<file path="src/rtl/imm_pkg.sv">
// Shared constants for the immediate/target generator: format codes,
// RV32I major opcodes and the default datapath width.
package imm_pkg;

  localparam int XLEN_DEFAULT = 32;

  // Format codes presented on out_fmt
  localparam logic [2:0] FMT_R    = 3'd0;
  localparam logic [2:0] FMT_I    = 3'd1;
  localparam logic [2:0] FMT_S    = 3'd2;
  localparam logic [2:0] FMT_B    = 3'd3;
  localparam logic [2:0] FMT_U    = 3'd4;
  localparam logic [2:0] FMT_J    = 3'd5;
  localparam logic [2:0] FMT_NONE = 3'd7;

  // RV32I major opcodes (instr[6:0])
  localparam logic [6:0] OP_LOAD   = 7'b0000011;
  localparam logic [6:0] OP_OPIMM  = 7'b0010011;
  localparam logic [6:0] OP_AUIPC  = 7'b0010111;
  localparam logic [6:0] OP_STORE  = 7'b0100011;
  localparam logic [6:0] OP_OP     = 7'b0110011;
  localparam logic [6:0] OP_LUI    = 7'b0110111;
  localparam logic [6:0] OP_BRANCH = 7'b1100011;
  localparam logic [6:0] OP_JALR   = 7'b1100111;
  localparam logic [6:0] OP_JAL    = 7'b1101111;
  localparam logic [6:0] OP_SYSTEM = 7'b1110011;

endpackage

</file>
<file path="src/rtl/imm_decode.sv">
// Combinational decoder: classifies the instruction format from the opcode,
// extracts and sign-extends the immediate, and forms the pc-relative target.
// Optional build macro: IMM_MISALIGN_EN adds the misaligned-target flag.
module imm_decode
  import imm_pkg::*;
#(
  parameter int XLEN = XLEN_DEFAULT
) (
  input  logic [31:0]     instr_i,
  input  logic [XLEN-1:0] pc_i,
  output logic [2:0]      fmt_o,
  output logic [XLEN-1:0] imm_o,
  output logic [XLEN-1:0] target_o,
`ifdef IMM_MISALIGN_EN
  output logic            misalign_o,
`endif
  output logic            illegal_o
);

  logic [6:0]  opcode;
  logic [31:0] imm32;
  logic        pcRelative;

  // Opcode classification and raw 32-bit immediate assembly; JALR is treated
  // as a plain I-type because rs1 is not visible here, so its target is pc+4
  always_comb begin
    opcode     = instr_i[6:0];
    imm32      = 32'd0;
    fmt_o      = FMT_NONE;
    illegal_o  = 1'b0;
    pcRelative = 1'b0;
    case (opcode)
      OP_OPIMM, OP_LOAD, OP_JALR, OP_SYSTEM: begin
        fmt_o = FMT_I;
        imm32 = {{20{instr_i[31]}}, instr_i[31:20]};
      end
      OP_STORE: begin
        fmt_o = FMT_S;
        imm32 = {{20{instr_i[31]}}, instr_i[31:25], instr_i[11:7]};
      end
      OP_BRANCH: begin
        fmt_o      = FMT_B;
        pcRelative = 1'b1;
        imm32      = {{19{instr_i[31]}}, instr_i[31], instr_i[7],
                      instr_i[30:25], instr_i[11:8], 1'b0};
      end
      OP_LUI: begin
        fmt_o = FMT_U;
        imm32 = {instr_i[31:12], 12'd0};
      end
      OP_AUIPC: begin
        fmt_o      = FMT_U;
        pcRelative = 1'b1;
        imm32      = {instr_i[31:12], 12'd0};
      end
      OP_JAL: begin
        fmt_o      = FMT_J;
        pcRelative = 1'b1;
        imm32      = {{11{instr_i[31]}}, instr_i[31], instr_i[19:12],
                      instr_i[20], instr_i[30:21], 1'b0};
      end
      OP_OP: begin
        fmt_o = FMT_R;
      end
      default: begin
        illegal_o = 1'b1;
      end
    endcase
  end

  // Widen to XLEN by sign extension from bit 31, then form the target;
  // the add wraps naturally at XLEN bits
  always_comb begin
    imm_o    = XLEN'($signed(imm32));
    target_o = pc_i + (pcRelative ? imm_o : XLEN'(4));
  end

`ifdef IMM_MISALIGN_EN
  // Control-transfer targets must be word aligned in a core without compressed instructions
  always_comb begin
    misalign_o = ((fmt_o == FMT_B) || (fmt_o == FMT_J)) && (target_o[1:0] != 2'b00);
  end
`endif

endmodule

</file>
<file path="src/rtl/imm_gen_pipe.sv">
// Buffered immediate/target generator: decodes {instr, pc} on accept and
// holds the results in a DEPTH-entry FIFO with valid/ready on both sides.
// Optional build macro: IMM_MISALIGN_EN adds out_misalign per entry.
module imm_gen_pipe
  import imm_pkg::*;
#(
  parameter int XLEN  = XLEN_DEFAULT,
  parameter int DEPTH = 2
) (
  input  logic                   clk,
  input  logic                   rst,
  input  logic                   flush,
  input  logic                   in_valid,
  output logic                   in_ready,
  input  logic [31:0]            in_instr,
  input  logic [XLEN-1:0]        in_pc,
  output logic                   out_valid,
  input  logic                   out_ready,
  output logic [2:0]             out_fmt,
  output logic [XLEN-1:0]        out_imm,
  output logic [XLEN-1:0]        out_target,
  output logic                   out_illegal,
`ifdef IMM_MISALIGN_EN
  output logic                   out_misalign,
`endif
  output logic [$clog2(DEPTH):0] out_count
);

  localparam int PW = $clog2(DEPTH);
  localparam int CW = PW + 1;

  logic [2:0]      decFmt;
  logic [XLEN-1:0] decImm;
  logic [XLEN-1:0] decTarget;
  logic            decIllegal;

  logic [2:0]      fmtMem     [DEPTH];
  logic [XLEN-1:0] immMem     [DEPTH];
  logic [XLEN-1:0] targetMem  [DEPTH];
  logic            illegalMem [DEPTH];

  logic [PW-1:0] headPtr_q, headPtr_d;
  logic [PW-1:0] tailPtr_q, tailPtr_d;
  logic [CW-1:0] count_q, count_d;
  logic          push;
  logic          pop;

`ifdef IMM_MISALIGN_EN
  logic decMisalign;
  logic misalignMem [DEPTH];
`endif

  imm_decode #(.XLEN(XLEN)) uDecode (
    .instr_i    (in_instr),
    .pc_i       (in_pc),
    .fmt_o      (decFmt),
    .imm_o      (decImm),
    .target_o   (decTarget),
`ifdef IMM_MISALIGN_EN
    .misalign_o (decMisalign),
`endif
    .illegal_o  (decIllegal)
  );

  // Handshake: readiness depends only on registered count plus rst/flush,
  // so there is no combinational path from out_ready back to in_ready
  always_comb begin
    out_valid = (count_q != '0);
    in_ready  = !rst && !flush && (count_q < CW'(DEPTH));
    push      = in_valid && in_ready;
    pop       = out_valid && out_ready && !flush;
  end

  // Pointer and occupancy next-state; flush empties the FIFO and drops any pop
  always_comb begin
    headPtr_d = headPtr_q;
    tailPtr_d = tailPtr_q;
    count_d   = count_q;
    if (flush) begin
      headPtr_d = '0;
      tailPtr_d = '0;
      count_d   = '0;
    end else begin
      if (push) tailPtr_d = tailPtr_q + PW'(1);
      if (pop)  headPtr_d = headPtr_q + PW'(1);
      count_d = count_q + CW'(push) - CW'(pop);
    end
  end

  // Control state registers; reset wins over flush and any handshake
  always_ff @(posedge clk) begin
    if (rst) begin
      headPtr_q <= '0;
      tailPtr_q <= '0;
      count_q   <= '0;
    end else begin
      headPtr_q <= headPtr_d;
      tailPtr_q <= tailPtr_d;
      count_q   <= count_d;
    end
  end

  // Entry storage is written only on accept; stale contents are never visible
  // because the outputs are gated by out_valid
  always_ff @(posedge clk) begin
    if (push) begin
      fmtMem[tailPtr_q]     <= decFmt;
      immMem[tailPtr_q]     <= decImm;
      targetMem[tailPtr_q]  <= decTarget;
      illegalMem[tailPtr_q] <= decIllegal;
`ifdef IMM_MISALIGN_EN
      misalignMem[tailPtr_q] <= decMisalign;
`endif
    end
  end

  // Head entry presentation, forced to zero whenever the FIFO is empty
  always_comb begin
    out_fmt     = out_valid ? fmtMem[headPtr_q]     : 3'd0;
    out_imm     = out_valid ? immMem[headPtr_q]     : '0;
    out_target  = out_valid ? targetMem[headPtr_q]  : '0;
    out_illegal = out_valid ? illegalMem[headPtr_q] : 1'b0;
    out_count   = count_q;
`ifdef IMM_MISALIGN_EN
    out_misalign = out_valid ? misalignMem[headPtr_q] : 1'b0;
`endif
  end

endmodule

</file>
<file path="config.mk">
export PLATFORM = sky130hd
export DESIGN_NAME = imm_gen_pipe
export DESIGN_NICKNAME = d
export VERILOG_FILES = /design/src/rtl/imm_pkg.sv /design/src/rtl/imm_decode.sv /design/src/rtl/imm_gen_pipe.sv
export SDC_FILE = /design/constraint.sdc
export NUM_CORES = 1
export LEC_CHECK = 0
export ABC_CLOCK_PERIOD_IN_PS = 5450
export BUFFER_PORTS_ARGS = -buffer_cell sky130_fd_sc_hd__buf_2
export CORE_UTILIZATION = 28
export CTS_CLUSTER_SIZE = 20
export DETAILED_ROUTE_END_ITERATION = 12
export GPL_TIMING_DRIVEN = 0
export PLACE_DENSITY = 0.49
export RECOVER_POWER = 100
export SLEW_MARGIN = 15
export SYNTH_ARGS = -nofsm -noshare
export SYNTH_HDL_FRONTEND = slang
export SYNTH_HIERARCHICAL = 1
export SYNTH_SLANG_ARGS = --single-unit
export TNS_END_PERCENT = 1
</file>
<file path="constraint.sdc">
create_clock -name clk -period 5.45 [get_ports clk]
set_input_delay 1.09 -clock clk [delete_from_list [all_inputs] [get_ports clk]]
set_output_delay 1.09 -clock clk [all_outputs]
set_load 0.005 [all_outputs]
</file>
Word level (Yosys, flattened, before mapping)
Memory sizes are Yosys's and may differ from the RTL's. A register that Yosys moved wholly into a read port is not among the register bits.
Index checks and enable logic that the tools add are counted.
{"block": "totals", "ff_bits": 4, "ramBits": 136, "inputBits": 69, "word_cells": 55, "memories": 4}
{"block": "classes", "n_addsub": 5, "order_cmp": 1, "eq_ne": 10, "n_mux": 19, "n_reduce_logical": 13}
{"name": "immMem", "depth": 2, "width": 32, "read_ports": 1, "rd_ports_with_merged_regs": 1, "wr": 1, "line_no": "imm_gen_pipe.sv:38", "source": "logic [XLEN-1:0] immMem [DEPTH];"}
{"name": "targetMem", "depth": 2, "width": 32, "read_ports": 1, "rd_ports_with_merged_regs": 1, "wr": 1, "line_no": "imm_gen_pipe.sv:39", "source": "logic [XLEN-1:0] targetMem [DEPTH];"}
{"name": "fmtMem", "depth": 2, "width": 3, "read_ports": 1, "rd_ports_with_merged_regs": 1, "wr": 1, "line_no": "imm_gen_pipe.sv:37", "source": "logic [2:0] fmtMem [DEPTH];"}
{"name": "illegalMem", "depth": 2, "width": 1, "read_ports": 1, "rd_ports_with_merged_regs": 1, "wr": 1, "line_no": "imm_gen_pipe.sv:40", "source": "logic illegalMem [DEPTH];"}
{"cell": "case mux 32 bit (5 select lines)", "n": 1}
{"cell": "2-to-1 mux 32 bit", "n": 3}
{"cell": "adder 32 bit", "n": 1}
{"cell": "equality test 7 bit (second input constant)", "n": 4}
{"cell": "equality test 7 x 6 -> 1 bit (second input constant)", "n": 3}
{"cell": "case mux 3 bit (6 select lines)", "n": 1}
{"cell": "equality test 7 x 5 -> 1 bit (second input constant)", "n": 2}
{"cell": "2-to-1 mux 1 bit", "n": 13}
{"cell": "OR reduction 10 bit", "n": 1}
{"cell": "equality test 7 x 2 -> 1 bit (second input constant)", "n": 1}
{"cell": "logical AND 1 bit", "n": 5}
{"cell": "OR reduction 2 bit", "n": 2}
{"cell": "OR reduction 4 bit", "n": 1}
{"cell": "2-to-1 mux 3 bit", "n": 1}
{"cell": "OR reduction 3 bit", "n": 1}
{"cell": "adder 1 bit (second input constant)", "n": 2}
{"cell": "adder 2 x 1 -> 2 bit", "n": 1}
{"cell": "zero test 1 bit", "n": 2}
{"cell": "less-than comparator 2 bit (second input constant)", "n": 1}
{"cell": "nonzero test 2 bit", "n": 1}
{"cell": "subtractor 2 x 1 -> 2 bit", "n": 1}

Longest topological paths before layout
Gate-level depths: netlist (run 1).
{"block": "depth", "word_depth": 6, "depth_mapped": 19, "mapped_depth_nobuf": 17}

Cells and area by module
Netlist (run 1), hierarchy kept.
{"mod": "imm_gen_pipe", "instances": 1, "cells_each": 314, "area_per_inst_um2": 5390.2}
{"mod": "imm_decode", "instances": 1, "cells_each": 363, "area_per_inst_um2": 2411.1}

Least setup slack after synthesis (run 1)
OpenSTA, ideal clock, no wires.
{"block": "synth_timing", "kind": "input to register", "from": "input in_valid", "to": "memory fmtMem[0][0] (enable)", "arrival_ps": 4231, "setup_slack_ps": 725, "cell_stages": 3, "path_cell_list": "nor2b_1 > nand2_1 > nor2_1"}
{"block": "synth_between", "elab_chain_len": 3}
{"element": "from (decl)", "line_no": "imm_gen_pipe.sv:13", "source": "input logic in_valid,"}
{"element": "logical AND 1 bit", "line_no": "imm_gen_pipe.sv:70", "source": "push = in_valid && in_ready;"}
{"element": "2-to-1 mux 1 bit", "line_no": "imm_gen_pipe.sv:106", "source": "if (push) begin"}
{"element": "2-to-1 mux 1 bit (not written as such)", "line_no": "imm_gen_pipe.sv:107", "source": "fmtMem[tailPtr_q] <= decFmt;"}
{"element": "to (decl)", "line_no": "imm_gen_pipe.sv:37"}
No other way between the ends.

Final worst setup path (run 1)
{"block": "layout_timing", "from": "input in_instr[6]", "to": "memory targetMem[0][28] in the netlist's numbering (data pin)"}
{"block": "layout_between", "elab_chain_len": 5, "elab_cells_between_ends": 16, "classes_between": "add/sub: 1; eq/ne: 9; mux: 3; reduce/logical: 3"}
{"element": "from (decl)", "line_no": "imm_gen_pipe.sv:15", "source": "input logic [31:0] in_instr,"}
{"element": "equality test 7 x 5 -> 1 bit, or another cell as far along", "line_no": "imm_decode.sv:32", "source": "case (opcode)"}
{"element": "OR reduction 4 bit, or another cell as far along"}
{"element": "case mux 32 bit (5 select lines) / 2-to-1 mux 1 bit (equally long branches)", "line_no": "imm_decode.sv:32"}
{"element": "2-to-1 mux 32 bit *", "line_no": "imm_decode.sv:75", "source": "target_o = pc_i + (pcRelative ? imm_o : XLEN'(4));"}
{"element": "adder 32 bit *", "line_no": "imm_decode.sv:75"}
{"element": "named net decTarget[28]", "line_no": "imm_gen_pipe.sv:34", "source": "logic [XLEN-1:0] decTarget;"}
{"element": "to (decl)", "line_no": "imm_gen_pipe.sv:39"}
The timed path passes the listed nets; every way through them passes the cells marked *.

==> impl_metrics.tcl, run 1 <==
set metrics [dict create \
    p_leak_nw 3.63 \
    period_share 0.938 \
    postCtsSetupBuffers 0 \
    synth_flop_cell "edfxtp_1" \
    worstHoldPathType "reg2reg" \
    dieArea_um2 28500 \
    dpl.hpwl_um 15900 \
    cpMostUsedCell "clkbuf_1" \
    crit_slowest_cell "or4_4" \
    detail_route.wl_per_cell_um 17.2 \
    drc_errors 0 \
    grt_pass1_wl_um 31700 \
    core_um2 27200 \
    avgSynthCellArea_um2 11.5 \
    fin_nets 939 \
    drt-initial-drc-count 317 \
    finClkSkew_ns 0.00493 \
    critPathKind "in2reg" \
    fillerInstances 2825 \
    synth_top_area_share 0.523 \
    layout_min_cycle_time_ns 5.11 \
    pwr-share-seq 0.475 \
    crit_chain "clkbuf_1, clkbuf_1, o21ai_0, o22ai_1, nand2_1, clkbuf_1, or2_2, ha_1, nor2b_1, o211ai_1, a21oi_2, nor3_2, a311o_1, and3_4, or4_4, o211ai_2" \
    cp.required_ns 5.72 \
    fmaxAchievable_ghz 0.196 \
    antenna_found_initial 2 \
    cts_resized 0 \
    crit_arrival_ns 5.38 \
    synthCells 677 \
    path_buf_inv 3 \
    p_int_mw 1.99 \
    p_total_mw 2.56 \
    via_per_inst 4.67 \
    seqCellArea_um2 4180 \
    place_congestion 0.895 \
    overflow 0 \
    maxCapViolCount 3 \
    cts_tree "built" \
    drt_first_pass_iters 5 \
    cpLargestDelayFamily "simple AND/OR/NAND/NOR gates" \
    cts_max_level 4 \
    grt_max_degree 45 \
    crit_path_start_kind "input port" \
    status "finished, violations left" \
    setup_viol 0 \
    cp_max_fo 10 \
    drv_slew 94 \
    switching_share 0.221 \
    cts_buffer_depth 2 \
    grt.total_usage 0.151 \
    die_w_um 169 \
    ys_ff_latch 141 \
    ios 141 \
    synth_common_cells "edfxtp_1, nor2_1, mux2i_1" \
    die_y_um 169 \
    grt_pass1_vias 5430 \
    p_sw_mw 0.565 \
    drive_gt1_frac 0.169 \
    clkPwrFrac 0.448 \
    path_clk_slew_ns 0.06 \
    place.port_buffers 137 \
    ys.warnings.count 6 \
    synth-edff-count 136 \
    holdWs_ns 0.559 \
    area_growth_pct 21.7 \
    yosysTopAreaCell "edfxtp_1" \
    worst_pin_slew_ns 2.73 \
    ir_worst_vdd_mv 0.170 \
    yosysMostFrequentCell "edfxtp_1" \
    multi_input_area_um2 3380 \
    endpoint_kind "register" \
    syn_area_um2 7800 \
    yosysSeqAreaShare 0.536 \
    initial_utilization 0.287 \
    failed_checks "max-capacitance violations, max-slew violations" \
    powerDensity_nw_per_um2 270 \
    clk-insertion-delay-late_ns 0.43 \
    rows 60 \
    root_buffer "clkbuf_16" \
    critPathMaxStageDelay_ns 0.51 \
    slew_headroom -0.817 \
    rsz0062_at_grt "no" \
    numCtsBuffers 17 \
    ctsHoldBuffers 0 \
    syn-num-nets 780 \
    hold_violations 0 \
    vias 5700 \
    synthTopCellsByArea "edfxtp_1, mux2i_1, ha_1" \
    cts.sinks 141 \
    p_comb_frac 0.077 \
    ys_async_sr_fraction 0 \
    ys_types 63 \
    drt-total-wl_um 20900 \
    ant_nets 0 \
]
==> per-stage QoR <==
| step | setup WS, ns | utilization | area, um2 | instances | TNS [ns] |
|---|---|---|---|---|---|
| finish | 0.340 | 0.349 | 9500 | 1220 | 0 |
| global placement | -1.58 | 0.329 | 8950 | 1186 | -108.16 |
| global route | 0.0266 | 0.349 | 9490 | 1219 | 0 |
| CTS | 0.209 | 0.354 | 9610 | 1219 | 0 |
| floorplan | 0.725 | - | 7800 | 677 | 0 |
| detailed placement | -0.216 | 0.332 | 9030 | 1189 | -1.48 |
==> flip-flops by register name, indices dropped and copies added, names as in the netlist, named ones only <==
name / flops
fmtMem: 6
headPtr_q: 1
illegalMem: 2
immMem: 64
out_count: 2
tailPtr_q: 1
targetMem: 64
==> layout by cell type (no fill, tap or decap), drive strengths merged, types with 3 or more instances in the layout <==
master,instances
edfxtp,136
nand4,3
dfxtp,5
a211oi,4
clkbuf,106
inv,12
bufinv,3
nand2b,8
o22ai,5
a21o,30
clkinv,6
nor3,9
nor2b,32
xor2,11
and2,18
xnor2,22
nor2,93
buf,86
o211ai,5
a21oi,35
a31oi,4
nor4,3
mux2i,68
o21a,6
and3,5
clkinvlp,4
o21ai,24
a22o,4
nand3,7
ha,33
nand2,29
==> tightest hold or removal path: cells and delay by family, from the launching register on <==
kind	cells	cell delay, ns
xor+xnor	1	0.08
flops	1	0.32
simple gates	1	0.11
==> final cells by class <==
class	count	area share
flip-flops and latches	141	0.441
plain buffers	35	0.0208
well taps	372	0.0490
multi-input cells	489	0.356
clock inverters	13	0.0159
inverters	12	0.00474
clock buffers	17	0.0448
repair buffers	140	0.0679
diodes	1	0.000264
==> logic make-up after synthesis <==
family,Yosys count,share of synthesized area
XOR/XNOR,33,0.0370
AO/OA/AOI/OAI,135,0.114
other,1,0.000481
adder cells (fa/ha/maj),34,0.0555
flip-flops,141,0.536
buffers and inverters,47,0.0326
multiplexers,68,0.0872
AND/OR/NAND/NOR,218,0.136
==> power by group through the flow <==
stage / Sequential [mW] / Clock, mW / Combinational, mW
2_1_floorplan: 1.24 / 0 / 0.117
3_3_place_gp: 1.24 / 0 / 0.199
3_5_place_dp: 1.24 / 0 / 0.204
4_1_cts: 1.22 / 1.17 / 0.205
5_1_grt: 1.22 / 1.22 / 0.221
6_report: 1.22 / 1.15 / 0.198
==> worst paths after layout <==
check	start	endpoint	slack, ns	depth (start not counted)
worst min register to register	headPtr_q	headPtr_q	0.56	2
worst max-delay path	in_instr[6]	targetMem[0][28]	0.34	16
worst min-delay path	headPtr_q	headPtr_q	0.56	2
worst max register to register	out_count[1]	targetMem[1][31]	1.33	3
==> layer usage <==
metal | GRT usage | vias to the layer above | part of all wire
met1 | 0.210 | 2709 | 0.47
li1 | - | 2795 | -
met2 | 0.232 | 175 | 0.45
met5 | 0 | - | 0.00062
met4 | 0.0435 | 2 | 0.013
met3 | 0.0383 | 19 | 0.061
Note: power is estimated with default switching activity, not from simulation.
==> inputs of run 2 (changes only) <==
--- a/config.mk
+++ b/config.mk
@@ -16,6 +16,5 @@
 export SLEW_MARGIN = 15
 export SYNTH_ARGS = -nofsm -noshare
 export SYNTH_HDL_FRONTEND = slang
-export SYNTH_HIERARCHICAL = 1
 export SYNTH_SLANG_ARGS = --single-unit
 export TNS_END_PERCENT = 1
==> impl_metrics.tcl, run 2 <==
set metrics [dict create \
    status "finished, violations left" \
    failed_checks "max-capacitance violations, max-slew violations" \
    yosysMostFrequentCell "edfxtp_1" \
    final_cell_mix "edfxtp_1, buf_2, nor2_1" \
    setup_viol 0 \
    place_congestion 0.851 \
    synth_top_area_share 0.530 \
    final_common_cell "edfxtp_1" \
    dpl.hpwl_um 17000 \
    synth-compound-area-share 0.112 \
    ant_nets 0 \
    cp_max_fo 10 \
    grt_pass1_vias 5538 \
    detail_route.wl_per_cell_um 18.4 \
    critPathKind "in2reg" \
    cts_max_level 4 \
    synth_common_cells "edfxtp_1, nor2_1, mux2i_1" \
    cts.sinks 141 \
    ctsHoldBuffers 0 \
    dp_slack_ns -0.406 \
    rsz0062_at_grt "yes" \
    grt_max_degree 51 \
    grt.total_usage 0.159 \
    root_buffer "clkbuf_16" \
    fin_nets 957 \
    ir_worst_vdd_mv 0.140 \
    clkPwrFrac 0.443 \
    reg_top3 "immMem: 64 flops, targetMem: 64 flops, fmtMem: 6 flops" \
    layout_setup_ws_ns 0.239 \
    area_growth_pct 22.1 \
    finClkSkew_ns 0.00938 \
    ys_async_sr_fraction 0 \
    ios 141 \
    antenna_found_initial 0 \
    vias 5884 \
    syn-num-nets 798 \
    core_um2 27000 \
    yosysSeqAreaShare 0.543 \
    period_share 0.956 \
    die_w_um 168 \
    p_sw_mw 0.616 \
    holdWs_ns 0.573 \
    hold_violations 0 \
    numCtsBuffers 17 \
    grt_pass1_wl_um 32600 \
    drc_errors 0 \
    dieArea_um2 28200 \
    path_clk_slew_ns 0.07 \
    n_antenna_cell 0 \
    yosys.area_share.simple 0.136 \
    layout_min_cycle_time_ns 5.21 \
    drv_slew 22 \
    avgSynthCellArea_um2 11.1 \
    place.port_buffers 137 \
    drt_first_pass_iters 6 \
    drt-total-wl_um 22300 \
    p_comb_frac 0.077 \
    ys.warnings.count 0 \
    ys_ff_latch 141 \
    synthCells 695 \
    synth-xor-area-share 0.0387 \
    synth-adder-area-share 0.0562 \
    synth_mux_area_frac 0.0910 \
    synthTopCellsByArea "edfxtp_1, mux2i_1, ha_1" \
    crit_path_start_kind "input port" \
    pwr-share-seq 0.480 \
    powerDensity_nw_per_um2 269 \
    p_int_mw 1.91 \
    via_per_inst 4.87 \
    cts_tree "built" \
    rows 60 \
    initial_utilization 0.286 \
    drive_gt1_frac 0.203 \
    overflow 0 \
    ys_types 55 \
    crit_arrival_ns 5.39 \
    fin_cells 1208 \
    yosysTopAreaCell "edfxtp_1" \
    syn_area_um2 7700 \
    synth-edff-count 136 \
    worst_pin_slew_ns 1.90 \
    fmaxAchievable_ghz 0.192 \
    p_leak_nw 3.68 \
    finish.utilization 0.349 \
    maxCapViolCount 1 \
    cts_buffer_depth 2 \
    cp.required_ns 5.63 \
    clk-insertion-delay-late_ns 0.43 \
    worstHoldPathType "reg2reg" \
    drt-initial-drc-count 543 \
    p_total_mw 2.53 \
    dp_cells 1176 \
    die_y_um 168 \
    synth_flop_cell "edfxtp_1" \
    synth_top_family_by_area "simple AND/OR/NAND/NOR gates" \
    switching_share 0.244 \
    endpoint_kind "register" \
    slew_headroom -0.273 \
]
## run 2: changes by cell type in the layout (fill, tap and decap cells not counted), sizes merged, moves of 5 or more
cell and delta:
nor2b -23, xor2 +5, a21oi +18, inv +6
a21o -16, nand2b -7, clkbuf -58, buf +57
nand2 +38
## run 2: worst max-delay path, cell delays in order
cell	delay, ns
clkbuf_1	0.21
nor2_1	0.32
nand2_1	0.08
nor3_1	0.64
o21ai_1	0.39
clkbuf_1	0.35
a21oi_1	0.27
ha_1	0.35
a21oi_1	0.24
o211ai_1	0.16
a2111oi_1	0.70
o41a_1	0.31
o21ai_1	0.11
xor2_1	0.16
## run 2: layer usage
| layer | GRT usage | routed length, um |
|---|---|---|
| met2 | 0.255 | 10400 |
| met1 | 0.218 | 10400 |
| met3 | 0.0346 | 1340 |
| met5 | 0 | 0 |
| met4 | 0.0407 | 148 |
## run 2: final timing paths
check | startpoint | to | slack, ns | depth (start not counted)
worst max register to register | out_count[1] | targetMem[0][26] | 1.00 | 5
worst min-delay path | tailPtr_q | tailPtr_q | 0.57 | 2
worst max-delay path | in_instr[3] | targetMem[0][28] | 0.24 | 14
worst min register to register | tailPtr_q | tailPtr_q | 0.57 | 2
## run 2: power groups by stage
stage                     registers [mW]  logic [mW]  clock network, mW
after floorplan                     1.24       0.108                  0
after CTS                           1.21       0.198               1.15
after detailed placement            1.24       0.197                  0
after global placement              1.24       0.194                  0
after global routing                1.21       0.214               1.19
final                               1.21       0.195               1.12
## run 2: cells by family after synthesis
logic type | Yosys count
AO/OA/AOI/OAI | 135
AND/OR/NAND/NOR | 235
adder cells (fa/ha/maj) | 34
other | 1
flip-flops | 141
XOR/XNOR | 34
buffers and inverters | 45
multiplexers | 70
## run 2: cell type report
type | count | area, um2
flip-flops and latches | 141 | 4180
clock buffers | 20 | 468
well taps | 341 | 427
plain buffers | 31 | 116
repair buffers | 140 | 697
fillers | 2742 | 17500
inverters | 14 | 52.6
clock inverters | 12 | 103
multi-input cells | 509 | 3360
## run 2: what timing repair did
item,CTS,global route
setup endpoints to repair,0,8
resized for setup,0,2
setup buffers,0,0
## run 2: per-stage QoR
step                      TNS (ns)  area, um2
after floorplan                  0       7700
after global placement     -104.95       8820
after detailed placement     -2.23       8900
after CTS                        0       9470
after global routing        -0.176       9410
final                            0       9410
==> inputs of run 3 (changes only) <==
--- a/config.mk
+++ b/config.mk
@@ -11,10 +11,9 @@
 export CTS_CLUSTER_SIZE = 20
 export DETAILED_ROUTE_END_ITERATION = 12
 export GPL_TIMING_DRIVEN = 0
-export PLACE_DENSITY = 0.49
-export RECOVER_POWER = 100
+export RECOVER_POWER = 25
 export SLEW_MARGIN = 15
 export SYNTH_ARGS = -nofsm -noshare
 export SYNTH_HDL_FRONTEND = slang
 export SYNTH_SLANG_ARGS = --single-unit
-export TNS_END_PERCENT = 1
+export TNS_END_PERCENT = 10
==> impl_metrics.tcl, run 3 (synthesized netlist as in run 2, its figures left out) <==
set metrics [dict create \
    status "finished, violations left" \
    failed_checks "max-capacitance violations, max-slew violations" \
    detail_route.wl_per_cell_um 18.1 \
    ios 141 \
    core_um2 27000 \
    grt.total_usage 0.157 \
    cts.sinks 141 \
    final_cell_mix "edfxtp_1, buf_2, nor2_1" \
    p_int_mw 1.90 \
    initial_utilization 0.286 \
    final_area_um2 9410 \
    worst_pin_slew_ns 1.55 \
    place_area_um2 8920 \
    critPathKind "in2reg" \
    holdWs_ns 0.594 \
    fin_nets 958 \
    ant_nets 0 \
    clk-insertion-delay-late_ns 0.42 \
    slew_headroom -0.0356 \
    die_y_um 168 \
    seqCellArea_um2 4180 \
    final_common_cell "edfxtp_1" \
    drc_errors 0 \
    overflow 0 \
    period_share 0.947 \
    setup_viol 0 \
    crit_chain "clkbuf_1, nand2_1, o32ai_1, nand2_1, clkbuf_1, or2_2, ha_1, nor2b_1, o2111ai_1, a21oi_1, a211o_1, a211oi_1, mux2i_1, nor2_1" \
    cts_buffer_depth 2 \
    finClkSkew_ns 0.00650 \
    cts_max_level 4 \
    root_buffer "clkbuf_16" \
    fillerInstances 2719 \
    clkPwrFrac 0.428 \
    critPathMaxStageDelay_ns 0.58 \
    p_leak_nw 3.69 \
    fin_cells 1210 \
    hold_violations 0 \
    fmaxAchievable_ghz 0.194 \
    drv_slew 25 \
    switching_share 0.229 \
    worstHoldPathType "reg2reg" \
    crit_arrival_ns 5.33 \
    cts_tree "built" \
    path_buf_inv 2 \
    path_clk_slew_ns 0.06 \
    drt_first_pass_iters 7 \
    rsz0062_at_grt "no" \
    drt-initial-drc-count 565 \
    dp_cells 1177 \
    antenna_found_initial 1 \
    endpoint_kind "register" \
    numCtsBuffers 17 \
    drive_gt1_frac 0.200 \
    multi_input_area_um2 3360 \
    vias 5922 \
    dpl.hpwl_um 16800 \
    cp.required_ns 5.62 \
    grt_pass1_wl_um 32400 \
    p_total_mw 2.46 \
    powerDensity_nw_per_um2 262 \
    area_growth_pct 22.2 \
    layout_min_cycle_time_ns 5.16 \
    drt-total-wl_um 21900 \
    grt_pass1_vias 5607 \
    die_w_um 168 \
    p_comb_frac 0.079 \
    p_sw_mw 0.564 \
    rows 60 \
    crit_path_start_kind "input port" \
    crit_slowest_cell "o32ai_1" \
    grt_max_degree 44 \
    ir_worst_vdd_mv 0.152 \
    dieArea_um2 28200 \
    via_per_inst 4.89 \
    cpLargestDelayFamily "compound AO/OA/AOI/OAI gates" \
    reg_top3 "immMem: 64 flops, targetMem: 64 flops, fmtMem: 6 flops" \
    place_congestion 0.912 \
    place.port_buffers 137 \
    cp_max_fo 10 \
    maxCapViolCount 1 \
    pwr-share-seq 0.493 \
    postCtsSetupBuffers 0 \
]
## run 3: cell count changes in the layout (fill, tap and decap cells not counted), sizes merged
cell / before / now
clkinv: 3 / 7
clkinvlp: 5 / 2
inv: 18 / 15
buf: 143 / 145
clkbuf: 48 / 49
diode: 0 / 1
## run 3: layer usage
metal  wire length [um]  GRT usage  share of wire
met1               9810      0.210           0.45
met2              10100      0.245           0.46
met3               1550     0.0393          0.071
met4                371     0.0558          0.017
met5                  0          0              0
## run 3: final cells by class
cell class              count  area share
plain buffers              31      0.0124
inverters                  14     0.00558
diodes                      1    0.000266
clock inverters            10     0.00705
well taps                 341      0.0453
repair buffers            141      0.0767
flip-flops and latches    141       0.445
clock buffers              22      0.0505
multi-input cells         509       0.358
## run 3: power by group through the flow
| stage | Sequential, mW | Clock [mW] | Combinational [mW] |
|---|---|---|---|
| finish | 1.21 | 1.05 | 0.196 |
| global route | 1.22 | 1.13 | 0.215 |
| CTS | 1.21 | 1.07 | 0.200 |
| detailed placement | 1.24 | 0 | 0.199 |
| global placement | 1.24 | 0 | 0.191 |
| floorplan | 1.24 | 0 | 0.108 |
## run 3: per-stage QoR
stage                     worst slack, ns  setup TNS [ns]   util
after floorplan                     0.563               0      -
after global placement              -1.37          -93.47  0.327
after CTS                           0.104               0  0.351
after global routing               0.0126               0  0.349
after detailed placement           -0.352           -1.58  0.331
final                               0.288               0  0.349
## run 3: final timing paths
path / start / end / slack (ns) / cells after the start
worst min register to register: headPtr_q / register / 0.59 / 2
worst max register to register: out_count[1] / targetMem[0][15] / 1.85 / 5
worst min-delay path: headPtr_q / register / 0.59 / 2
worst max-delay path: in_instr[6] / targetMem[0][30] / 0.29 / 14
## run 3: tightest hold or removal path, delay by kind of cell, from the launching register on
| kind | cells | cell delay, ns |
|---|---|---|
| flops | 1 | 0.32 |
| simple gates | 1 | 0.14 |
| xor+xnor | 1 | 0.08 |
## run 3: repair_timing
item / 4_1_cts / 5_1_grt
resized for setup: 0 / 2
hold buffers: 0 / 0
endpoints found under the setup margin: 0 / 6
